$ cat config.mk
export PLATFORM = sky130hd
export DESIGN_NAME = crc_serial_div
export DESIGN_NICKNAME = d
export VERILOG_FILES = /design/src/rtl/crc_pkg.sv /design/src/rtl/crc_serial_div.sv
export SDC_FILE = /design/constraint.sdc
export NUM_CORES = 1
export LEC_CHECK = 0
export CORE_AREA = 2 2 39 41
export CTS_CLUSTER_DIAMETER = 150
export DETAILED_ROUTE_END_ITERATION = 16
export DIE_AREA = 0 0 41 43
export GPL_ROUTABILITY_DRIVEN = 1
export SYNTH_ARGS = -nofsm -noshare
export SYNTH_HDL_FRONTEND = slang
export SYNTH_SLANG_ARGS = --single-unit
$ cat constraint.sdc
create_clock -name Clk -period 2 [get_ports Clk]
set_input_delay 0.2 -clock Clk [delete_from_list [all_inputs] [get_ports Clk]]
set_output_delay 0.2 -clock Clk [all_outputs]
set_load 0.02 [all_outputs]
$ cat src/rtl/crc_pkg.sv
// Shared types and sizing helpers for the bit-serial CRC checker.
package crc_pkg;

  localparam int N_DEFAULT = 11;
  localparam int M_DEFAULT = 5;

  typedef enum logic [1:0] {
    IDLE  = 2'd0,
    SHIFT = 2'd1,
    DONE  = 2'd2
  } state_t;

  // One spare bit so the count of N+M-1 shift cycles never needs to wrap.
  function automatic int cnt_width(input int n, input int m);
    return $clog2(n + m) + 1;
  endfunction

endpackage

$ cat src/rtl/crc_serial_div.sv
// MSB-first serial polynomial divider: remainder register plus one-bit update.
module crc_serial_div
  import crc_pkg::*;
#(
  parameter int M = M_DEFAULT
) (
  input  logic         Clk,
  input  logic         reset_n,
  input  logic         clr,
  input  logic         en,
  input  logic         bit_in,
  input  logic [M-2:0] poly,
  output logic [M-2:0] rem
);
  logic [M-2:0] rem_reg;
  logic [M-2:0] rem_next;

  // The bit leaving the top of the remainder decides whether the divisor is subtracted.
  generate
    for (genvar gi = 0; gi < M - 1; gi++) begin : g_bit
      if (gi == 0) begin : g_lsb
        assign rem_next[gi] = bit_in ^ (rem_reg[M-2] & poly[gi]);
      end else begin : g_upper
        assign rem_next[gi] = rem_reg[gi-1] ^ (rem_reg[M-2] & poly[gi]);
      end
    end
  endgenerate

  always_ff @(posedge Clk or negedge reset_n) begin
    if (!reset_n) begin
      rem_reg <= '0;
    end else if (clr) begin
      rem_reg <= '0;
    end else if (en) begin
      rem_reg <= rem_next;
    end
  end

  assign rem = rem_reg;

endmodule

Yosys cells after proc, flatten, opt, wreduce, memory -nomap -nowiden
Index checks and enable logic that the tools add are counted.

word-level totals
  register bits = 4
  input port bits = 9

cells by class
  muxes and demuxes = 2
  bitwise gates (word level) = 8
  reductions and logical operators = 1

operators with widths
  operator            number
  $mux W4             2
  $and A1 B1 Y1       4
  $xor A1 B1 Y1       4
  $reduce_bool A2 Y1  1

Longest topological paths before layout
Gate-level depths: netlist (run 1).

  depth in word-level cells = 4
  gate-level depth with buffers = 4
  gate-level depth less buffers = 3

Worst setup path after synthesis (run 1)
OpenSTA, ideal clock, no wires.

  path type = register -> register
  from = reg rem_reg[3] (netlist: rem[3])
  to = reg rem_reg[2] (netlist: rem[2])
  data arrival time = 934 ps
  slack = 972 ps
  cell stages (with the launch flop) = 4
  period minus slack after synthesis = 1028 ps
  path through = dfrtp_1 > nand2_1 > xor2_1 > a211oi_1

between the ends
  longest elaborated chain between the ends = 4

RTL lines
  what                    line                  RTL
  start, declared         crc_serial_div.sv:15  logic [M-2:0] rem_reg;
  start signal, assigned  crc_serial_div.sv:35  rem_reg <= rem_next;
  $and A1 B1 Y1           crc_serial_div.sv:24  assign rem_next[gi] = rem_reg[gi-1] ^ (rem_reg[M-2] & poly[gi]);
  $xor A1 B1 Y1           crc_serial_div.sv:24
  $mux W4                 crc_serial_div.sv:34  end else if (en) begin
  $mux W4                 crc_serial_div.sv:32  end else if (clr) begin

No other way between the ends. The select of a mux whose other input is x is not followed.
A chain may end at the register's enable or synchronous reset.

Worst setup path after layout (run 1)
  from = reg rem_reg[3] (netlist: rem[3])
  to = out rem[3]

RTL lines
  what           line                  RTL
  end, declared  crc_serial_div.sv:13  output logic [M-2:0] rem

No word-level cell between the ends.

==> results.yml, run 1 <==
yosys:
  synth_edf_count: 0
  syn_area_um2: 205.2
  syn_avg_cell_area_um2: 8.922
  ys_ff_latch: 4
  yosys_warnings: 0
  postSynthNetCount: 32
  async_reset_ff_share_pct: 100.0
  yosys.area.top_type: "dfrtp_1"
  ys.flop_type: "dfrtp_1"
  ys_seq_area_share_pct: 48.78
  synth_area_leaders: "dfrtp_1, xor2_1, a211oi_1"
  syn_inst: 23
  synth_common_cells: "dfrtp_1, nand2_1, a211oi_1, nor2_1, xor2_1"
  netlist.area_leader.share_pct: 48.78
  ys_types: 11
routing:
  vias: 209
  drt_first_pass_iters: 2
  totalWireLength_um: 477
  postRouteAntennaNets: 0
  routedWlPerCell_um: 9.000
  drc_errors: 0
  drt_iter0_markers: 1
  routed_via_density: 3.943
timing:
  rsz0062_at_grt: "false"
  hold_viol_final: 0
  worst_pin_slew_ns: 0.2766
  fin_crit_ns: 1.485
  max_freq_ghz: 0.6732
  fin_crit_sh_pct: 74.27
  finalMaxSlewViolations: 0
  setup_tns_ns: 0
  skew_ns: 0.003261
  max_slew_margin_pct: 81.50
  setup_viol: 0
worst_setup_path:
  required_ns: 1.80
  crit_family: "buffers and inverters"
  worst-path-buf-inv: 1
  worstSetupPathType: "reg -> out"
  cp-end-kind: "primary output"
  worst-path-stages: 1
  arrival_ns: 1.29
  crit_path_cell_trace: "clkdlybuf4s50_1"
  slowest_stage: "clkdlybuf4s50_1"
  rr_worst_depth: 3
  worstPathMaxFanout: 6
  start_kind: "flip-flop"
  max_stage_delay_ns: 0.63
clock_network:
  clk_pin_slew_ns: 0.04
  cts_tree: "yes"
  cts_sinks: 4
  root_buffer: "clkbuf_4"
  clock_latency_ns: 0.24
  cts_buffers: 3
  cts.hold.buffers_added: 0
  post_cts_buffers: 0
  cts_resized: 0
  cts_buffer_depth: 2
  cts_max_level: 1
placement:
  gp_congestion: 0.6965
  io_buffers: 12
  hpwl_um: 367.3
power:
  internal-power_w: 0.0001819
  power_frac_seq_pct: 37.9
  p_switching_w: 0.00005989
  pwr-share-comb_pct: 19.7
  power_switching_share_pct: 24.77
  power.leakage_nw: 0.1438
  p_clk_share_pct: 42.3
  irDropWorstVdd_mv: 0.2301
  power_density_nw_per_um2: 666.2
layout:
  antenna_cells: 0
  finish.utilization_pct: 26.22
  drive_gt1_share_pct: 8.108
  syn_to_final_growth_pct: 76.83
  multi_input_area_um2: 96.34
  final_nets: 48
  nFillCells: 152
  seq_area_um2: 100.1
  largest_reg_flops: 4
global_routing:
  grt_overflow_total: 0
  antenna_found_initial: 0
  grt_pass1_wl_um: 828
  grt_pass1_vias: 180
  grt_max_degree: 9
  track_usage_pct: 7.553
floorplanning:
  ios: 13
  core_um2: 1384
  start_util_pct: 14.83
  die_area_um2: 1763
  die_h_um: 43
  fp.dieW_um: 41
  core.rowCount: 14
run_status:
  outcome: "finished clean"
job:
  max_cap_viol_count: 0
hold_path:
  hold_path.class: "in -> async"
## power by group through the flow
stage / registers (W) / clock network (W) / logic [W]
after floorplan: 0.0000981 / 0 / 0.0000128
after global placement: 0.0000927 / 0 / 0.0000477
after detailed placement: 0.0000930 / 0 / 0.0000481
after CTS: 0.0000920 / 0.000106 / 0.0000483
after global routing: 0.0000925 / 0.000110 / 0.0000523
final: 0.0000916 / 0.000102 / 0.0000477
## metal layers
metal	up-vias	global-route usage (%)	routed length (um)
li1	106	-	-
met1	93	10.71	223
met2	10	7.187	202
met3	0	3.665	51
met4	0	8.000	0
met5	-	0	0
## logic make-up after synthesis
kind of cell	share of synthesized area, %
DFF	48.78
xor gates and xnor gates	12.81
and+or+nand+nor	18.29
buffers and inverters	4.264
AOI/OAI and AO/OA	15.85
## final timing paths
check / from / to / slack, ns
setup / recovery: rem[3]$_DFFE_PN0P_ / rem[3] / 0.51
hold / removal: reset_n / rem[2]$_DFFE_PN0P_ / 0.17
setup reg to reg: rem[3]$_DFFE_PN0P_ / rem[1]$_DFFE_PN0P_ / 1.05
hold reg to reg: rem[0]$_DFFE_PN0P_ / rem[0]$_DFFE_PN0P_ / 0.59
max in group asynchronous: reset_n / rem[0]$_DFFE_PN0P_ / 1.65
min in group Clk: rem[0]$_DFFE_PN0P_ / rem[0]$_DFFE_PN0P_ / 0.59
## final cells by class
cell class,count,area share (%)
flip-flops and latches,4,27.59
inverters,1,1.034
clock buffers,3,6.207
multi-input cells,17,26.55
well taps,16,5.517
repair buffers,12,33.10
## cell usage in the layout (no fill, tap or decap)
master	n
clkbuf_4	3
inv_1	1
a211oi_1	3
clkdlybuf4s50_1	12
nand2_1	4
xor2_1	3
dfrtp_1	4
nor2b_1	1
nand3_1	1
nor2_1	3
a21oi_1	1
o21ai_0	1
## metrics by stage
stage,instances,hold slack (ns),worst slack (ns),area (um^2),total power [W]
detailed placement,50,0.4211,0.7525,340.3,0.0001411
CTS,53,0.1698,0.4952,362.8,0.0002465
floorplan,23,-0.09559,0.9720,205.2,0.0001109
finish,53,0.1715,0.5146,362.8,0.0002417
global route,53,0.1843,0.4645,362.8,0.0002552
global placement,50,0.4202,0.7781,340.3,0.0001404
Note: power is estimated with default switching activity, not from simulation.
==> run 2, diff against run 1 <==
==> constraint.sdc (replaced) <==
create_clock -name Clk -period 1.35 [get_ports Clk]
set_input_delay 0.135 -clock Clk [delete_from_list [all_inputs] [get_ports Clk]]
set_output_delay 0.135 -clock Clk [all_outputs]
set_load 0.02 [all_outputs]
==> run 2 against run 1 <==
  * Final cell count up 1.9%
  * Design area up 1.7%
  * Highest routed layer unchanged
  * Routed wire length up 5.5%
  * Via count is 3.3% lower
  * Sequential share of layout area is 0.47 points lower
  * Critical path type unchanged
  * Die area stayed put
  * Utilization up 0.45 points
  * Largest power group unchanged
==> results.yml, run 2 (synthesis gave the netlist of run 1 again) <==
routing:
  drc_errors: 0
  routed_via_density: 3.741
  vias: 202
  drt_iter0_markers: 1
  totalWireLength_um: 503
  drt_first_pass_iters: 2
  postRouteAntennaNets: 0
  routedWlPerCell_um: 9.315
floorplanning:
  die_area_um2: 1763
  ios: 13
  die_h_um: 43
  core_um2: 1384
  core.rowCount: 14
  start_util_pct: 14.83
  fp.dieW_um: 41
worst_setup_path:
  r2r_start: "rem[3]$_DFFE_PN0P_"
  crit_family: "flip-flops"
  crit_path_cell_trace: "dlygate4sd2_1"
  worstPathMaxFanout: 4
  arrival_ns: 0.97
  rr_worst_depth: 4
  slowest_stage: "dfrtp_1"
  worst-path-buf-inv: 1
  start_kind: "flip-flop"
  cp-end-kind: "primary output"
  worstSetupPathType: "reg -> out"
  regToRegSetupSlack_ns: 0.36
  required_ns: 1.22
  max_stage_delay_ns: 0.40
  timing.rr.end: "rem[0]$_DFFE_PN0P_"
global_routing:
  grt_pass1_wl_um: 807
  grt_overflow_total: 0
  track_usage_pct: 7.754
  antenna_found_initial: 0
  grt_max_degree: 9
  grt_pass1_vias: 188
placement:
  hpwl_um: 387.8
  gp_congestion: 0.7173
  io_buffers: 12
timing:
  finalMaxSlewViolations: 0
  fin_crit_ns: 1.103
  hold_viol_final: 0
  worst_pin_slew_ns: 0.2547
  skew_ns: 0.0007546
  fin_crit_sh_pct: 81.72
  rsz0062_at_grt: "false"
  max_freq_ghz: 0.9065
  max_slew_margin_pct: 82.97
  whs_ns: 0.1145
  setup_viol: 0
  setup_tns_ns: 0
clock_network:
  clk_pin_slew_ns: 0.04
  cts_buffer_depth: 2
  root_buffer: "clkbuf_4"
  cts_max_level: 1
  cts_tree: "yes"
  cts_buffers: 3
  cts_sinks: 4
  clock_latency_ns: 0.23
  cts.hold.buffers_added: 0
hold_path:
  hold_path.class: "in -> async"
layout:
  drive_gt1_share_pct: 10.53
  final_common_cell: "clkdlybuf4s50_1"
  syn_to_final_growth_pct: 79.88
  finish.utilization_pct: 26.67
  final_nets: 49
  final_cell_mix: "clkdlybuf4s50_1, nand2_1, dfrtp_1"
  largest_reg_flops: 4
  antenna_cells: 0
  nFillCells: 143
run_status:
  outcome: "finished clean"
power:
  power.leakage_nw: 0.1772
  finalPower_w: 0.0003570
  power_density_nw_per_um2: 967.2
  irDropWorstVdd_mv: 0.3229
job:
  max_cap_viol_count: 0
-- run 2: cell types whose count changed in the layout (fill, tap and decap cells not counted) --
cell | previous run | this run
dlygate4sd2_1 | 0 | 3
clkdlybuf4s50_1 | 12 | 8
buf_4 | 0 | 1
dlymetal6s2s_1 | 0 | 1
-- run 2: routing by layer --
layer	global-route usage [%]	part of all wire, %
met2	7.500	43
met5	0	0
met1	10.39	47
met3	4.712	9.7
met4	8.000	0
-- run 2: stage by stage --
stage | worst slack [ns] | std cells | cell area (um^2)
2_1_floorplan | 0.3220 | 23 | 205.2
3_3_place_gp | 0.2079 | 51 | 347.8
3_5_place_dp | 0.1791 | 51 | 347.8
4_1_cts | 0.01172 | 54 | 366.6
5_1_grt | 0.2053 | 54 | 369.1
6_report | 0.2468 | 54 | 369.1
-- run 2: report_power, final --
part / internal, W / total, W / leakage [nW] / switching (W)
clock network: 0.0000997 / 0.000153 / 0.0138 / 0.0000528
registers: 0.000128 / 0.000134 / 0.0531 / 0.00000660
logic: 0.0000389 / 0.0000700 / 0.110 / 0.0000311
-- run 2: worst max path at each step --
stage                       start                 end  depth (start not counted)
6_report       rem[2]$_DFFE_PN0P_              rem[2]                          1
5_1_grt        rem[2]$_DFFE_PN0P_              rem[2]                          1
4_1_cts        rem[3]$_DFFE_PN0P_              rem[3]                          1
3_5_place_dp                   en  rem[3]$_DFFE_PN0P_                          4
3_3_place_gp                   en  rem[3]$_DFFE_PN0P_                          4
2_1_floorplan  rem[3]$_DFFE_PN0P_  rem[2]$_DFFE_PN0P_                          3
-- run 2: layout make-up --
type | count | area, um^2 | area share [%]
Multi-Input combinational cell | 17 | 96.34 | 26.10
Inverter | 1 | 3.754 | 1.017
Clock buffer | 3 | 22.52 | 6.102
Sequential cell | 4 | 100.1 | 27.12
Timing Repair Buffer | 13 | 126.4 | 34.24
Tap cell | 16 | 20.02 | 5.424
-- run 2: repair_timing --
item	4_1_cts	5_1_grt
endpoints found under the setup margin	3	1
pin swaps	0	0
setup buffers	0	0
gates resized for setup	3	1
cloned	0	0
